## src/rtl/seq_restoring_divider.sv

```systemverilog
// Unsigned sequential restoring divider, one quotient bit per clock.
//
// Ports:
//   clk          rising-edge clock
//   rst_n        asynchronous reset, active low
//   start        launch request, sampled only while idle (busy == 0)
//   dividend     numerator, captured when start is accepted
//   divisor      denominator, captured when start is accepted
//   busy         high while an operation is in flight (CALC and DONE)
//   done         one-cycle pulse, results valid
//   quotient     registered quotient (all ones on divide by zero)
//   remainder    registered remainder (dividend on divide by zero)
//   div_by_zero  registered flag for the last completed operation
//
// A zero-divisor request still spends one cycle in CALC, so its done pulse
// arrives one edge after the accept edge rather than on it.
module seq_restoring_divider #(
    parameter int unsigned WIDTH = 5
) (
    input  logic             clk,
    input  logic             rst_n,
    input  logic             start,
    input  logic [WIDTH-1:0] dividend,
    input  logic [WIDTH-1:0] divisor,
    output logic             busy,
    output logic             done,
    output logic [WIDTH-1:0] quotient,
    output logic [WIDTH-1:0] remainder,
    output logic             div_by_zero
);

    localparam int unsigned CntW = (WIDTH > 2) ? $clog2(WIDTH) : 1;
    localparam logic [CntW-1:0] LastCnt = CntW'(WIDTH - 1);

    typedef enum logic [1:0] {StIdle, StCalc, StDone} state_e;

    state_e           state_q;
    logic [WIDTH-1:0] rem_q;  // partial remainder; always < divisor after an iteration
    logic [WIDTH-1:0] quo_q;  // dividend shifted out MSB-first, quotient shifted in
    logic [WIDTH-1:0] dvs_q;
    logic [CntW-1:0]  cnt_q;
    logic             dz_q;

    // One restoring iteration on the current working registers.
    logic [WIDTH:0]   trial;
    logic             trial_ge;
    logic [WIDTH-1:0] rem_next;
    logic [WIDTH-1:0] quo_next;

    always_comb begin
        trial    = {rem_q, quo_q[WIDTH-1]};
        trial_ge = (trial >= {1'b0, dvs_q});
        // When the subtraction is skipped, trial < divisor so its MSB is zero.
        rem_next = trial_ge ? WIDTH'(trial - {1'b0, dvs_q}) : trial[WIDTH-1:0];
        quo_next = {quo_q[WIDTH-2:0], trial_ge};
    end

    always_ff @(posedge clk or negedge rst_n) begin
        if (!rst_n) begin
            state_q     <= StIdle;
            rem_q       <= '0;
            quo_q       <= '0;
            dvs_q       <= '0;
            cnt_q       <= '0;
            dz_q        <= 1'b0;
            busy        <= 1'b0;
            done        <= 1'b0;
            quotient    <= '0;
            remainder   <= '0;
            div_by_zero <= 1'b0;
        end else begin
            case (state_q)
                StIdle: begin
                    done <= 1'b0;
                    if (start) begin
                        quo_q   <= dividend;
                        rem_q   <= '0;
                        dvs_q   <= divisor;
                        cnt_q   <= '0;
                        dz_q    <= (divisor == '0);
                        busy    <= 1'b1;
                        state_q <= StCalc;
                    end
                end
                StCalc: begin
                    if (dz_q) begin
                        // quo_q still holds the untouched dividend.
                        quotient    <= '1;
                        remainder   <= quo_q;
                        div_by_zero <= 1'b1;
                        done        <= 1'b1;
                        state_q     <= StDone;
                    end else begin
                        rem_q <= rem_next;
                        quo_q <= quo_next;
                        if (cnt_q == LastCnt) begin
                            quotient    <= quo_next;
                            remainder   <= rem_next;
                            div_by_zero <= 1'b0;
                            done        <= 1'b1;
                            state_q     <= StDone;
                        end else begin
                            cnt_q <= cnt_q + 1'b1;
                        end
                    end
                end
                StDone: begin
                    done    <= 1'b0;
                    busy    <= 1'b0;
                    state_q <= StIdle;
                end
                default: begin
                    done    <= 1'b0;
                    busy    <= 1'b0;
                    state_q <= StIdle;
                end
            endcase
        end
    end

endmodule

```

## config.mk

```make
export PLATFORM = sky130hd
export DESIGN_NAME = seq_restoring_divider
export DESIGN_NICKNAME = d
export VERILOG_FILES = /design/src/rtl/seq_restoring_divider.sv
export SDC_FILE = /design/constraint.sdc
export NUM_CORES = 1
export LEC_CHECK = 0
export ABC_AREA = 1
export BUFFER_PORTS_ARGS = -buffer_cell sky130_fd_sc_hd__buf_2
export CAP_MARGIN = 20
export CELL_PAD_IN_SITES_DETAIL_PLACEMENT = 1
export CELL_PAD_IN_SITES_GLOBAL_PLACEMENT = 1
export CORE_MARGIN = 4
export CORE_UTILIZATION = 30
export CTS_CLUSTER_SIZE = 25
export DETAILED_ROUTE_END_ITERATION = 10
export PLACE_DENSITY = 0.64
export SYNTH_ARGS = -nofsm -noshare
export SYNTH_HDL_FRONTEND = slang
export SYNTH_SLANG_ARGS = --single-unit
```

## constraint.sdc

```tcl
create_clock -name clk -period 4.4 [get_ports clk]
set_input_delay 0.66 -clock clk [delete_from_list [all_inputs] [get_ports clk]]
set_output_delay 0.66 -clock clk [all_outputs]
set_load 0.01 [all_outputs]
```

==> impl_metrics.env <==
export IMPL_outcome="finished clean"
export IMPL_avgSynthCellArea_sq_um=8.32
export IMPL_reg2reg_from="quo_q[4]"
export IMPL_routed_via_density=4.56
export IMPL_rows=27
export IMPL_p_total_w=0.00185
export IMPL_pre_cts_slack_ns=2.52
export IMPL_dr_first_iter_drc_count=67
export IMPL_area_growth_pct=18.5
export IMPL_swShare=0.440
export IMPL_cts_tree="yes"
export IMPL_internal_power_w=0.00104
export IMPL_syn_instance_count=216
export IMPL_synth_fp_nets=237
export IMPL_cellPowerDensity_nw_per_um2=871
export IMPL_initial_core_util=0.318
export IMPL_cts_max_level=2
export IMPL_coreArea_sq_um=5640
export IMPL_required_ns=4.57
export IMPL_cts_sinks=34
export IMPL_synth_warnings=0
export IMPL_p_leak_nw=1.17
export IMPL_cp_data_arrival_time_ns=2.07
export IMPL_wirelength_um=4210
export IMPL_die_area_sq_um=7290
export IMPL_cp_end_kind="register"
export IMPL_numPortBuffers=25
export IMPL_seq_power_share=0.295
export IMPL_finalSetupTns_ns=0
export IMPL_worstSkewPairLatency_ns=0.29
export IMPL_slew_violations=0
export IMPL_fin_crit_sh=0.432
export IMPL_r2r_end="remainder[2]"
export IMPL_wl_per_cell_um=13.2
export IMPL_synth_seq_cells=34
export IMPL_grt_max_degree=35
export IMPL_cap_violations=0
export IMPL_first_pass_iters=4
export IMPL_postCtsSetupBuffers=0
export IMPL_period_minus_slack_ns=1.90
export IMPL_io_pins=26
export IMPL_clock_path_buffers=2
export IMPL_synth_compound_area_frac=0.0919
export IMPL_routabilityCongestion=0.815
export IMPL_drive_gt1_frac=0.199
export IMPL_synthDistinctLibCells=24
export IMPL_post_cts_resized=0
export IMPL_hold_class="input pin to async pin"
export IMPL_rsz0062_at_grt="false"
export IMPL_postRouteAntennaNets=0
export IMPL_die_h_um=85.4
export IMPL_grt_ovfl_total=0
export IMPL_grt_pass1_wl_um=7570
export IMPL_netlist_area_sq_um=1800
export IMPL_synth_fa_ha_area_frac=0.0599
export IMPL_muxShareOfSynthArea=0
export IMPL_cts_hold_buf=0
export IMPL_power_frac_comb=0.509
export IMPL_clk_pin_slew_ns=0.08
export IMPL_tightest_slew_ns=0.774
export IMPL_clock_fmax_mhz=526
export IMPL_rr_worst_depth=12
export IMPL_maxSlewHeadroom=0.484
export IMPL_die_x_um=85.4
export IMPL_numCtsBuffers=5
export IMPL_vdd_drop_max_mv=0.252
export IMPL_track_usage=0.131
export IMPL_synthXorXnorAreaFrac=0.00975
export IMPL_cts_root_buf="clkbuf_8"
export IMPL_antenna_found_initial=0
export IMPL_crit_type="register to register"
export IMPL_nets=266
export IMPL_drc=0
export IMPL_p_switching_w=0.000816
export IMPL_grt_pass1_vias=1553
export IMPL_hpwl_um=3220
export IMPL_setup_violations=0
export IMPL_num_vias=1451
export IMPL_skew_ns=0.0135
export IMPL_crit_fanout=7
export IMPL_worst_slack_ns=2.50
export IMPL_start_kind="register"
export IMPL_synth_simple_area_share=0.291
export IMPL_synth_yosys_seq_area_share=0.474
export IMPL_ff2ff_setup_slack_ns=2.50
export IMPL_synth_top_family_by_area="simple AND/OR/NAND/NOR gates"
export IMPL_hold_viol_final=0
export IMPL_antenna_cells=0
export IMPL_clockPowerShare=0.195
[cell usage in the layout, fill, tap and decap left out, types with 3 or more instances in the layout]
cell      netlist  final
nand2_1        71     71
dfrtp_1        34     34
buf_2           0     25
inv_1          24     24
nand3_1        17     17
a21oi_1        11     11
o21ai_0        10     10
nor2_1          9      9
ha_1            7      7
clkbuf_8        0      6
o21ai_1         5      5
nand2_4         3      3
nand2_2         3      3
o211ai_1        3      3
nor2_2          3      3
[layout make-up]
class	count	area, sq um
sequential	34	851
clock inverter	2	60.1
clock buffer	6	82.6
multi-input combinational	152	813
timing repair buffer	25	125
fill	694	3510
tap	72	90.1
inverter	27	106
[Yosys cell counts]
cell type | instances | area [sq um]
a21oi_1 | 11 | 55.1
buf_6 | 2 | 22.5
clkbuf_1 | 1 | 3.75
dfrtp_1 | 34 | 851
fa_1 | 1 | 20.0
ha_1 | 7 | 87.6
inv_1 | 24 | 90.1
inv_2 | 1 | 3.75
inv_4 | 2 | 12.5
nand2_1 | 71 | 267
nand2_2 | 3 | 18.8
nand2_4 | 3 | 33.8
nand3_1 | 17 | 85.1
nand3_4 | 1 | 17.5
nor2_1 | 9 | 33.8
nor2_2 | 3 | 18.8
nor2_4 | 2 | 22.5
nor2_8 | 1 | 20.0
o211ai_1 | 3 | 22.5
o21ai_0 | 10 | 50.1
o21ai_1 | 5 | 25.0
o22ai_1 | 2 | 12.5
or2_1 | 1 | 6.26
xor2_1 | 2 | 17.5
[how the worst max path moves through the flow]
stage / start / cells past startpoint / end
floorplan: quo_q[4] / 12 / remainder[3]
global placement: quo_q[4] / 12 / remainder[2]
detailed placement: quo_q[4] / 12 / remainder[2]
CTS: quo_q[4] / 12 / remainder[2]
global route: quo_q[4] / 12 / remainder[2]
finish: quo_q[4] / 12 / remainder[2]
[power groups by stage]
stage	clock [W]	sequential (W)	combinational [W]
finish	0.000362	0.000547	0.000944
detailed placement	0	0.000554	0.000969
CTS	0.000372	0.000549	0.000975
floorplan	0	0.000557	0.000704
global route	0.000387	0.000570	0.00112
global placement	0	0.000550	0.000949
[stage by stage]
| stage | hold slack [ns] | util | instance area [sq um] | instances |
|---|---|---|---|---|
| final | 0.444 | 0.377 | 2130 | 318 |
| after global routing | 0.505 | 0.377 | 2130 | 318 |
| after CTS | 0.477 | 0.377 | 2130 | 318 |
| after detailed placement | 0.456 | 0.352 | 1990 | 310 |
| after global placement | 0.450 | 0.352 | 1990 | 310 |
| after floorplan | 0.364 | - | 1800 | 216 |
[metal layers]
metal / track usage / vias up / part of all wire
li1: - / 746 / -
met1: 0.177 / 673 / 0.50
met2: 0.207 / 28 / 0.45
met3: 0.0311 / 4 / 0.044
met4: 0.0388 / 0 / 0.012
met5: 0 / - / 0
[kinds of logic after synthesis]
| group | Yosys count |
|---|---|
| adder cells (fa/ha/maj) | 8 |
| AND/OR/NAND/NOR | 111 |
| buffers and inverters | 30 |
| AO/OA/AOI/OAI | 31 |
| XOR/XNOR | 2 |
| flip-flops | 34 |
[flip-flops by register name (all words and copies together), names as in the netlist]
| name | flops |
|---|---|
| rem_q | 5 |
| done | 1 |
| state_q | 2 |
| dvs_q | 5 |
| busy | 1 |
| dz_q | 1 |
| quo_q | 5 |
| remainder | 5 |
| quotient | 5 |
| cnt_q | 3 |
| div_by_zero | 1 |
[critical path: stages, from the launching register on]
cell     delay, ns
dfrtp_1       0.39
inv_1         0.10
ha_1          0.15
inv_1         0.06
fa_1          0.39
nand2_1       0.08
nand2_1       0.10
nand3_4       0.12
nand2_2       0.10
nand2_1       0.10
nand3_1       0.08
nand2_1       0.07
nand2_1       0.05
Note: power is estimated with default switching activity, not from simulation.
